===== src/rtl/readout_sequencer.sv =====
// readout_sequencer: streams reservoir states against the W_out bank and emits one saturated readout sample per start.
module readout_sequencer #(
  parameter int N_NODES   = 50,
  parameter int ADDR_W    = 6,
  parameter int V_W       = 16,
  parameter int W_W       = 8,
  parameter int ACC_W     = 32,
  parameter int FRAC_BITS = 7
) (
  input  logic                     clk,
  input  logic                     rst,
  input  logic                     start,
  output logic                     busy,
  output logic [ADDR_W-1:0]        node_addr,
  input  logic signed [V_W-1:0]    V,
  input  logic                     wr_en,
  input  logic [ADDR_W-1:0]        wr_addr,
  input  logic signed [W_W-1:0]    wr_data,
  output logic                     wr_err,
  output logic signed [15:0]       y,
  output logic                     y_valid
);
  typedef enum logic [1:0] {IDLE, RUN, DRAIN, OUT} state_t;
  localparam logic [ADDR_W-1:0] LAST = ADDR_W'(N_NODES - 1);
  localparam logic signed [ACC_W-1:0] Y_MAX = ACC_W'(32767);
  localparam logic signed [ACC_W-1:0] Y_MIN = -ACC_W'(32768);
  state_t state;
  logic signed [W_W-1:0] w [N_NODES];
  logic signed [W_W-1:0] w_reg;
  logic signed [ACC_W-1:0] acc;
  logic signed [ACC_W-1:0] sh;
  logic signed [V_W+W_W-1:0] prod;
  logic signed [15:0] y_sat;
  logic wr_ok;
  always_comb begin
    wr_ok = state == IDLE && wr_addr <= LAST;
    prod  = V * w_reg;
    sh    = acc >>> FRAC_BITS;
    y_sat = sh > Y_MAX ? 16'sh7fff : sh < Y_MIN ? 16'sh8000 : sh[15:0];
  end
  // node_addr doubles as the run index so the address lines up with the weight captured at the same edge
  always_ff @(posedge clk) begin
    if (rst) begin
      state     <= IDLE;
      busy      <= 1'b0;
      node_addr <= '0;
      wr_err    <= 1'b0;
      y         <= '0;
      y_valid   <= 1'b0;
      acc       <= '0;
      w_reg     <= '0;
      for (int i = 0; i < N_NODES; i++) w[i] <= '0;
    end else begin
      y_valid <= 1'b0;
      wr_err  <= wr_en && !wr_ok;
      if (wr_en && wr_ok) w[wr_addr] <= wr_data;
      case (state)
        IDLE: begin
          busy <= start && !y_valid;
          if (start && !y_valid) begin
            state     <= RUN;
            acc       <= '0;
            node_addr <= '0;
          end
        end
        RUN: begin
          w_reg <= w[node_addr];
          if (node_addr != '0) acc <= acc + ACC_W'(prod);
          if (node_addr == LAST) state <= DRAIN;
          else node_addr <= node_addr + 1'b1;
        end
        DRAIN: begin
          acc   <= acc + ACC_W'(prod);
          state <= OUT;
        end
        default: begin
          y       <= y_sat;
          y_valid <= 1'b1;
          state   <= IDLE;
        end
      endcase
    end
  end
endmodule

===== config.mk =====
export PLATFORM = sky130hd
export DESIGN_NAME = readout_sequencer
export DESIGN_NICKNAME = d
export VERILOG_FILES = /design/src/rtl/readout_sequencer.sv
export SDC_FILE = /design/constraint.sdc
export NUM_CORES = 1
export LEC_CHECK = 0
export BUFFER_PORTS_ARGS = -buffer_cell sky130_fd_sc_hd__buf_2
export CAP_MARGIN = 15
export CORE_MARGIN = 3
export CORE_UTILIZATION = 45
export DETAILED_ROUTE_END_ITERATION = 8
export PLACE_DENSITY_LB_ADDON = 0.1
export SETUP_SLACK_MARGIN = 0.5
export SYNTH_ARGS = -nofsm -noshare
export SYNTH_HDL_FRONTEND = slang
export SYNTH_SLANG_ARGS = --single-unit

===== constraint.sdc =====
create_clock -name clk -period 6.3 [get_ports clk]
set_input_delay 0.315 -clock clk [delete_from_list [all_inputs] [get_ports clk]]
set_output_delay 0.315 -clock clk [all_outputs]
set_load 0.005 [all_outputs]

==> impl_metrics.json, run 1 <==
{
  "fin_crit_sh_pct": 86.9,
  "dieArea_sq_um": 73100,
  "cts_buffers": 66,
  "ys.flop_type": "edfxtp_1",
  "worstHoldPathCells": 2,
  "cp-end-kind": "flip-flop",
  "yosysMostFrequentCell": "edfxtp_1",
  "drc": 0,
  "multi_input_area_sq_um": 14100,
  "clock_skew_ps": 42.0,
  "swShare_pct": 32.0,
  "seqCellArea_sq_um": 16700,
  "netlist_top_cells_count": "edfxtp_1, and2_1, fa_1",
  "grt_pass1_vias": 19300,
  "root_buffer": "clkbuf_16",
  "rows": 96,
  "largest_reg_flops": 520,
  "grt_use_total_pct": 21.1,
  "synthArstFlopShare_pct": 0,
  "yosysSeqAreaShare_pct": 53.2,
  "drt-pass1-iter-count": 5,
  "hold_path.startpoint": "wr_data[5]",
  "cpMostUsedCell": "fa_1",
  "initial_utilization_pct": 45.6,
  "seqPwrFrac_pct": 39.6,
  "slowest_delay_ps": 760,
  "antenna_found_initial": 3,
  "reg2reg_slack_ps": 820,
  "cts_max_level": 3,
  "syn-cell-area_sq_um": 31400,
  "power_frac_comb_pct": 28.2,
  "rsz0062_at_grt": "no",
  "post_cts_buffers": 0,
  "finalPower_uw": 11600,
  "fmax_ghz": 0.183,
  "relSlewSlack_pct": 26.6,
  "r2r-start": "w_reg[2]",
  "synth_top_area_share_pct": 48.9,
  "yosysTopAreaCell": "edfxtp_1",
  "wl_per_cell_um": 22.0,
  "synth-seq-cells": 579,
  "nets": 2725,
  "intPower_uw": 7890,
  "routabilityCongestion": 0.908,
  "viasPerCell": 5.35,
  "gr-total-overflow": 0,
  "r2r_end": "acc[27]",
  "core_sq_um": 68900,
  "area_delta_synth_final_pct": 11.8,
  "hold_class": "in -> reg",
  "tns_ps": 0,
  "leakagePower_uw": 0.0139,
  "switchingPower_uw": 3720,
  "die_y_um": 270,
  "crit_chain": "nand2_1, fa_1, fa_1, inv_1, fa_1, fa_1, ha_1, ha_1, a21oi_1, o21ai_0, nor3b_1, o211ai_1, a31oi_1, xor2_1, o21ai_0",
  "drt_iter0_markers": 1243,
  "clk_pin_slew_ps": 60,
  "fin_cells": 3437,
  "grt_max_degree": 65,
  "drt_wl_total_mm": 75.5,
  "insertion_delay_ps": 620,
  "cts.sinks": 579,
  "cp_slowest_cell": "fa_1",
  "hold_violations": 0,
  "port_buffers": 58,
  "num_vias": 18400,
  "ir_worst_vdd_mv": 0.169,
  "hold_ws_ps": 106,
  "min_period_ps": 5480,
  "netlist_top_cells_area": "edfxtp_1, fa_1, and2_1",
  "fill_cells": 6111,
  "syn_avg_cell_area_sq_um": 13.6,
  "synth_cell_type_count": 62,
  "power.density_nw_per_um2": 330,
  "placed_cells": 3316,
  "max-cap-violations": 0,
  "slew_viol_final": 0,
  "min_to": "w[33][5]",
  "clock_path_buffers": 3,
  "pin_count": 59,
  "hpwl_mm": 52.1,
  "ys_warn_count": 0,
  "cts_tree": "built",
  "ant_nets": 0,
  "start_kind": "flip-flop",
  "ff2ff_path_depth": 15,
  "die_w_um": 270,
  "worstMarginPinSlew_ps": 1090,
  "worstPathArrival_ps": 5960,
  "p_clk_share_pct": 32.2,
  "final_layout_size_suffix_gt1_share_pct": 15.3,
  "status": "finished clean",
  "critPathMaxFanout": 17,
  "synth_edf_count": 512,
  "setup_violations": 0,
  "crit_required_ps": 6780,
  "crit_type": "reg -> reg",
  "grt_pass1_wl_mm": 118,
  "synthCells": 2315
}
## worst max-delay path by stage
stage          slack (ps)       to     start  depth (start not counted)
2_1_floorplan         850  acc[30]  w_reg[0]                         16
3_3_place_gp          700  acc[31]  w_reg[1]                         17
3_5_place_dp          560  acc[27]  w_reg[2]                         15
4_1_cts               570  acc[27]  w_reg[2]                         15
5_1_grt               500  acc[27]  w_reg[2]                         15
6_report              820  acc[27]  w_reg[2]                         15
## critical path, delay by kind of cell (launching register included)
kind	cells	cell delay, ps
adders and majority gates	6	3080
AOI/OAI and AO/OA	5	950
DFF	1	500
xor gates and xnor gates	1	160
buffers and inverters	1	210
and+or+nand+nor	2	460
## cells by family after synthesis
| group | synth area share, % |
|---|---|
| flip-flops | 53.2 |
| AO/OA/AOI/OAI | 5.11 |
| multiplexers | 9.23 |
| AND/OR/NAND/NOR | 14.9 |
| XOR/XNOR | 0.975 |
| adder cells (fa/ha/maj) | 13.3 |
| buffers and inverters | 3.33 |
| other | 0.0119 |
## layer usage
| layer | wire length [um] | GRT usage [%] | part of all wire, % | up-vias |
|---|---|---|---|---|
| met5 | 0 | 0 | 0 | - |
| met3 | 4300 | 3.46 | 5.7 | 133 |
| met2 | 36700 | 35.1 | 49 | 490 |
| met4 | 2290 | 6.26 | 3.0 | 0 |
| li1 | - | - | - | 8418 |
| met1 | 32200 | 28.8 | 43 | 9341 |
## placed cells by master (no fill, tap or decap), types with 6 or more instances in the layout
cell type | Yosys | final
a221oi_1 | 33 | 33
nor2_1 | 114 | 113
fa_1 | 160 | 160
nand2b_1 | 16 | 16
or2_2 | 51 | 51
a22oi_1 | 6 | 6
o21ai_1 | 8 | 8
clkbuf_16 | 0 | 67
clkbuf_1 | 97 | 16
a21oi_1 | 66 | 64
a21o_1 | 10 | 10
ha_1 | 77 | 77
nand4_1 | 9 | 9
xor2_1 | 16 | 16
xnor2_1 | 19 | 19
and2_1 | 478 | 478
buf_2 | 14 | 57
nor3_1 | 20 | 19
clkinv_2 | 0 | 7
clkinv_1 | 0 | 9
conb_1 | 1 | 112
o22ai_1 | 16 | 16
o21bai_1 | 6 | 6
nand2_1 | 106 | 106
mux4_2 | 128 | 128
nand3_1 | 16 | 16
edfxtp_1 | 512 | 512
buf_4 | 9 | 30
a22o_1 | 32 | 32
inv_1 | 126 | 126
dfxtp_1 | 67 | 61
o21ai_0 | 32 | 32
## metrics by stage
step	utilization [%]	cell area (sq um)	worst slack [ps]
detailed placement	47.9	33000	556
finish	51.0	35200	822
global route	51.0	35100	502
global placement	47.9	33000	699
floorplan	-	31900	854
CTS	50.9	35100	567
## repair_timing
item | in CTS | in global routing
hold endpoints to repair | 1 | 0
setup endpoints to repair | 0 | 8
gates resized for setup | 0 | 9
hold buffers | 1 | 0
## power by group through the flow
stage,clock [uW],sequential [uW],combinational (uW)
2_1_floorplan,0,4570,2500
3_3_place_gp,0,4670,3250
3_5_place_dp,0,4680,3260
4_1_cts,3820,4600,3320
5_1_grt,3980,4630,3670
6_report,3730,4600,3270
## final cells by class
cell class	count	area share [%]
Sequential cell	579	47.6
Timing Repair Buffer	91	1.63
Inverter	126	1.35
Antenna cell	3	0.0214
Tap cell	931	3.31
Multi-Input combinational cell	1590	40.2
Clock buffer	83	4.94
Clock inverter	34	0.968
Power figures use the tool's default switching activity.
==> run 2, diff against run 1 <==
--- a/config.mk
+++ b/config.mk
@@ -11,6 +11,7 @@
 export CORE_UTILIZATION = 45
 export DETAILED_ROUTE_END_ITERATION = 8
 export PLACE_DENSITY_LB_ADDON = 0.1
+export REMOVE_ABC_BUFFERS = 1
 export SETUP_SLACK_MARGIN = 0.5
 export SYNTH_ARGS = -nofsm -noshare
 export SYNTH_HDL_FRONTEND = slang
==> impl_metrics.json, run 2 (synthesis gave the netlist of run 1 again) <==
{
  "use_met1_pct": 28.6,
  "hold_violations": 0,
  "grt_pass1_wl_mm": 115,
  "finalPower_uw": 11600,
  "fill_cells": 6020,
  "cts_max_level": 3,
  "max-cap-violations": 0,
  "worstMarginPinSlew_ps": 1030,
  "cp.depth": 16,
  "final_layout_size_suffix_gt1_share_pct": 15.3,
  "insertion_delay_ps": 610,
  "min_to": "wr_err",
  "drt_iter0_markers": 1242,
  "rows": 96,
  "ant_nets": 0,
  "slew_viol_final": 0,
  "initial_utilization_pct": 45.6,
  "dieArea_sq_um": 73100,
  "intPower_uw": 7960,
  "die_y_um": 270,
  "ir_worst_vdd_mv": 0.185,
  "tns_ps": 0,
  "final_common_cell": "edfxtp_1",
  "cts_tree": "built",
  "rsz0062_at_grt": "yes",
  "leakagePower_uw": 0.0139,
  "clk_pin_slew_ps": 60,
  "grt_max_degree": 82,
  "fmax_ghz": 0.183,
  "crit_required_ps": 6780,
  "nets": 2723,
  "hpwl_mm": 50.5,
  "root_buffer": "clkbuf_16",
  "dpl_worst_slack_ps": 605,
  "switchingPower_uw": 3620,
  "crit_type": "reg -> reg",
  "clock_skew_ps": 31.9,
  "wl_per_cell_um": 21.2,
  "pin_count": 59,
  "worstHoldPathCells": 4,
  "fin_util_pct": 51.0,
  "critPathMaxFanout": 16,
  "seqPwrFrac_pct": 40.0,
  "num_vias": 18200,
  "p_clk_share_pct": 32.2,
  "r2r-start": "w_reg[0]",
  "drt_wl_total_mm": 72.9,
  "largest_reg_flops": 520,
  "min_period_ps": 5460,
  "clock_path_buffers": 3,
  "grt_util_met3_pct": 3.46,
  "slowest_delay_ps": 570,
  "core_sq_um": 68900,
  "path_delay_family": "adder cells",
  "busiest_layer": "met2",
  "fin_crit_sh_pct": 86.7,
  "timing.final.ws_setup_ps": 839,
  "drt-pass1-iter-count": 4,
  "cts_buffers": 67,
  "grt_use_total_pct": 20.4,
  "gr-total-overflow": 0,
  "grt_pass1_vias": 19400,
  "start_kind": "flip-flop",
  "hold_class": "in -> reg",
  "relSlewSlack_pct": 31.3,
  "drc": 0,
  "port_buffers": 58,
  "r2r_end": "acc[31]",
  "post_cts_buffers": 0,
  "swShare_pct": 31.3,
  "final_cell_mix": "edfxtp_1, and2_1, fa_1, mux4_2, inv_1",
  "area_delta_synth_final_pct": 11.8,
  "cp-end-kind": "flip-flop",
  "antenna_found_initial": 0,
  "worstPathArrival_ps": 5940,
  "cpMostUsedCell": "fa_1",
  "ff2ff_path_depth": 16,
  "use_met2_pct": 33.3,
  "reg2reg_slack_ps": 840,
  "power_frac_comb_pct": 27.8,
  "setup_violations": 0,
  "cts.sinks": 579,
  "status": "finished clean",
  "crit_chain": "buf_4, and2_1, buf_4, fa_1, fa_1, fa_1, fa_1, ha_1, ha_1, a21oi_1, a21oi_1, o21ai_0, a41oi_2, a41oi_1, xnor2_1, o21ai_0",
  "routabilityCongestion": 0.833,
  "die_w_um": 270,
  "power.density_nw_per_um2": 330,
  "worst-path-buf-inv": 2,
  "viasPerCell": 5.30,
  "cp_slowest_cell": "fa_1",
  "hold_path.startpoint": "wr_addr[5]"
}
run 2: how the worst max path moves through the flow:
| stage | start | end | slack (ps) |
|---|---|---|---|
| after floorplan | node_addr[0] | acc[30] | -1220 |
| after global placement | w_reg[1] | acc[31] | 700 |
| after detailed placement | w_reg[1] | acc[31] | 600 |
| after CTS | w_reg[1] | acc[31] | 610 |
| after global routing | w_reg[0] | acc[31] | 470 |
| final | w_reg[0] | acc[31] | 840 |
run 2: worst min-delay path: cells and delay by family:
family                 cells  cell delay (ps)
AO/OA/AOI/OAI              1               90
buffers and inverters      1              150
AND/OR/NAND/NOR            2              220
run 2: repair_timing:
item / 4_1_cts / 5_1_grt
setup endpoints to repair: 0 / 5
endpoints found under the hold margin: 1 / 0
hold buffers: 1 / 0
resized for setup: 0 / 7
run 2: area by class of cell:
| class | instances | area (sq um) | share of cell area, % |
|---|---|---|---|
| sequential | 579 | 16700 | 47.6 |
| timing repair buffer | 88 | 558 | 1.59 |
| multi-input combinational | 1590 | 14100 | 40.2 |
| antenna | 1 | 2.50 | 0.00712 |
| inverter | 126 | 473 | 1.35 |
| tap | 931 | 1160 | 3.31 |
| clock inverter | 27 | 259 | 0.737 |
| clock buffer | 90 | 1840 | 5.23 |
run 2: metal layers:
layer / up-vias / part of all wire, %
met3: 104 / 4.3
met1: 9293 / 46
met5: - / 0
li1: 8398 / -
met2: 379 / 48
met4: 0 / 2.3
run 2: through the flow:
stage | cells | hold slack (ps) | cell area (sq um)
after floorplan | 2295 | 384 | 31300
after global placement | 3313 | 441 | 33000
after detailed placement | 3313 | 449 | 33000
after CTS | 3431 | 178 | 35100
after global routing | 3431 | 228 | 35100
final | 3432 | 222 | 35100
run 2: power groups by stage:
| stage | combinational [uW] | clock, uW | sequential (uW) |
|---|---|---|---|
| 6_report | 3220 | 3730 | 4640 |
| 5_1_grt | 3610 | 3980 | 4670 |
| 4_1_cts | 3250 | 3820 | 4640 |
| 3_5_place_dp | 3190 | 0 | 4720 |
| 3_3_place_gp | 3200 | 0 | 4710 |
| 2_1_floorplan | 2330 | 0 | 4710 |
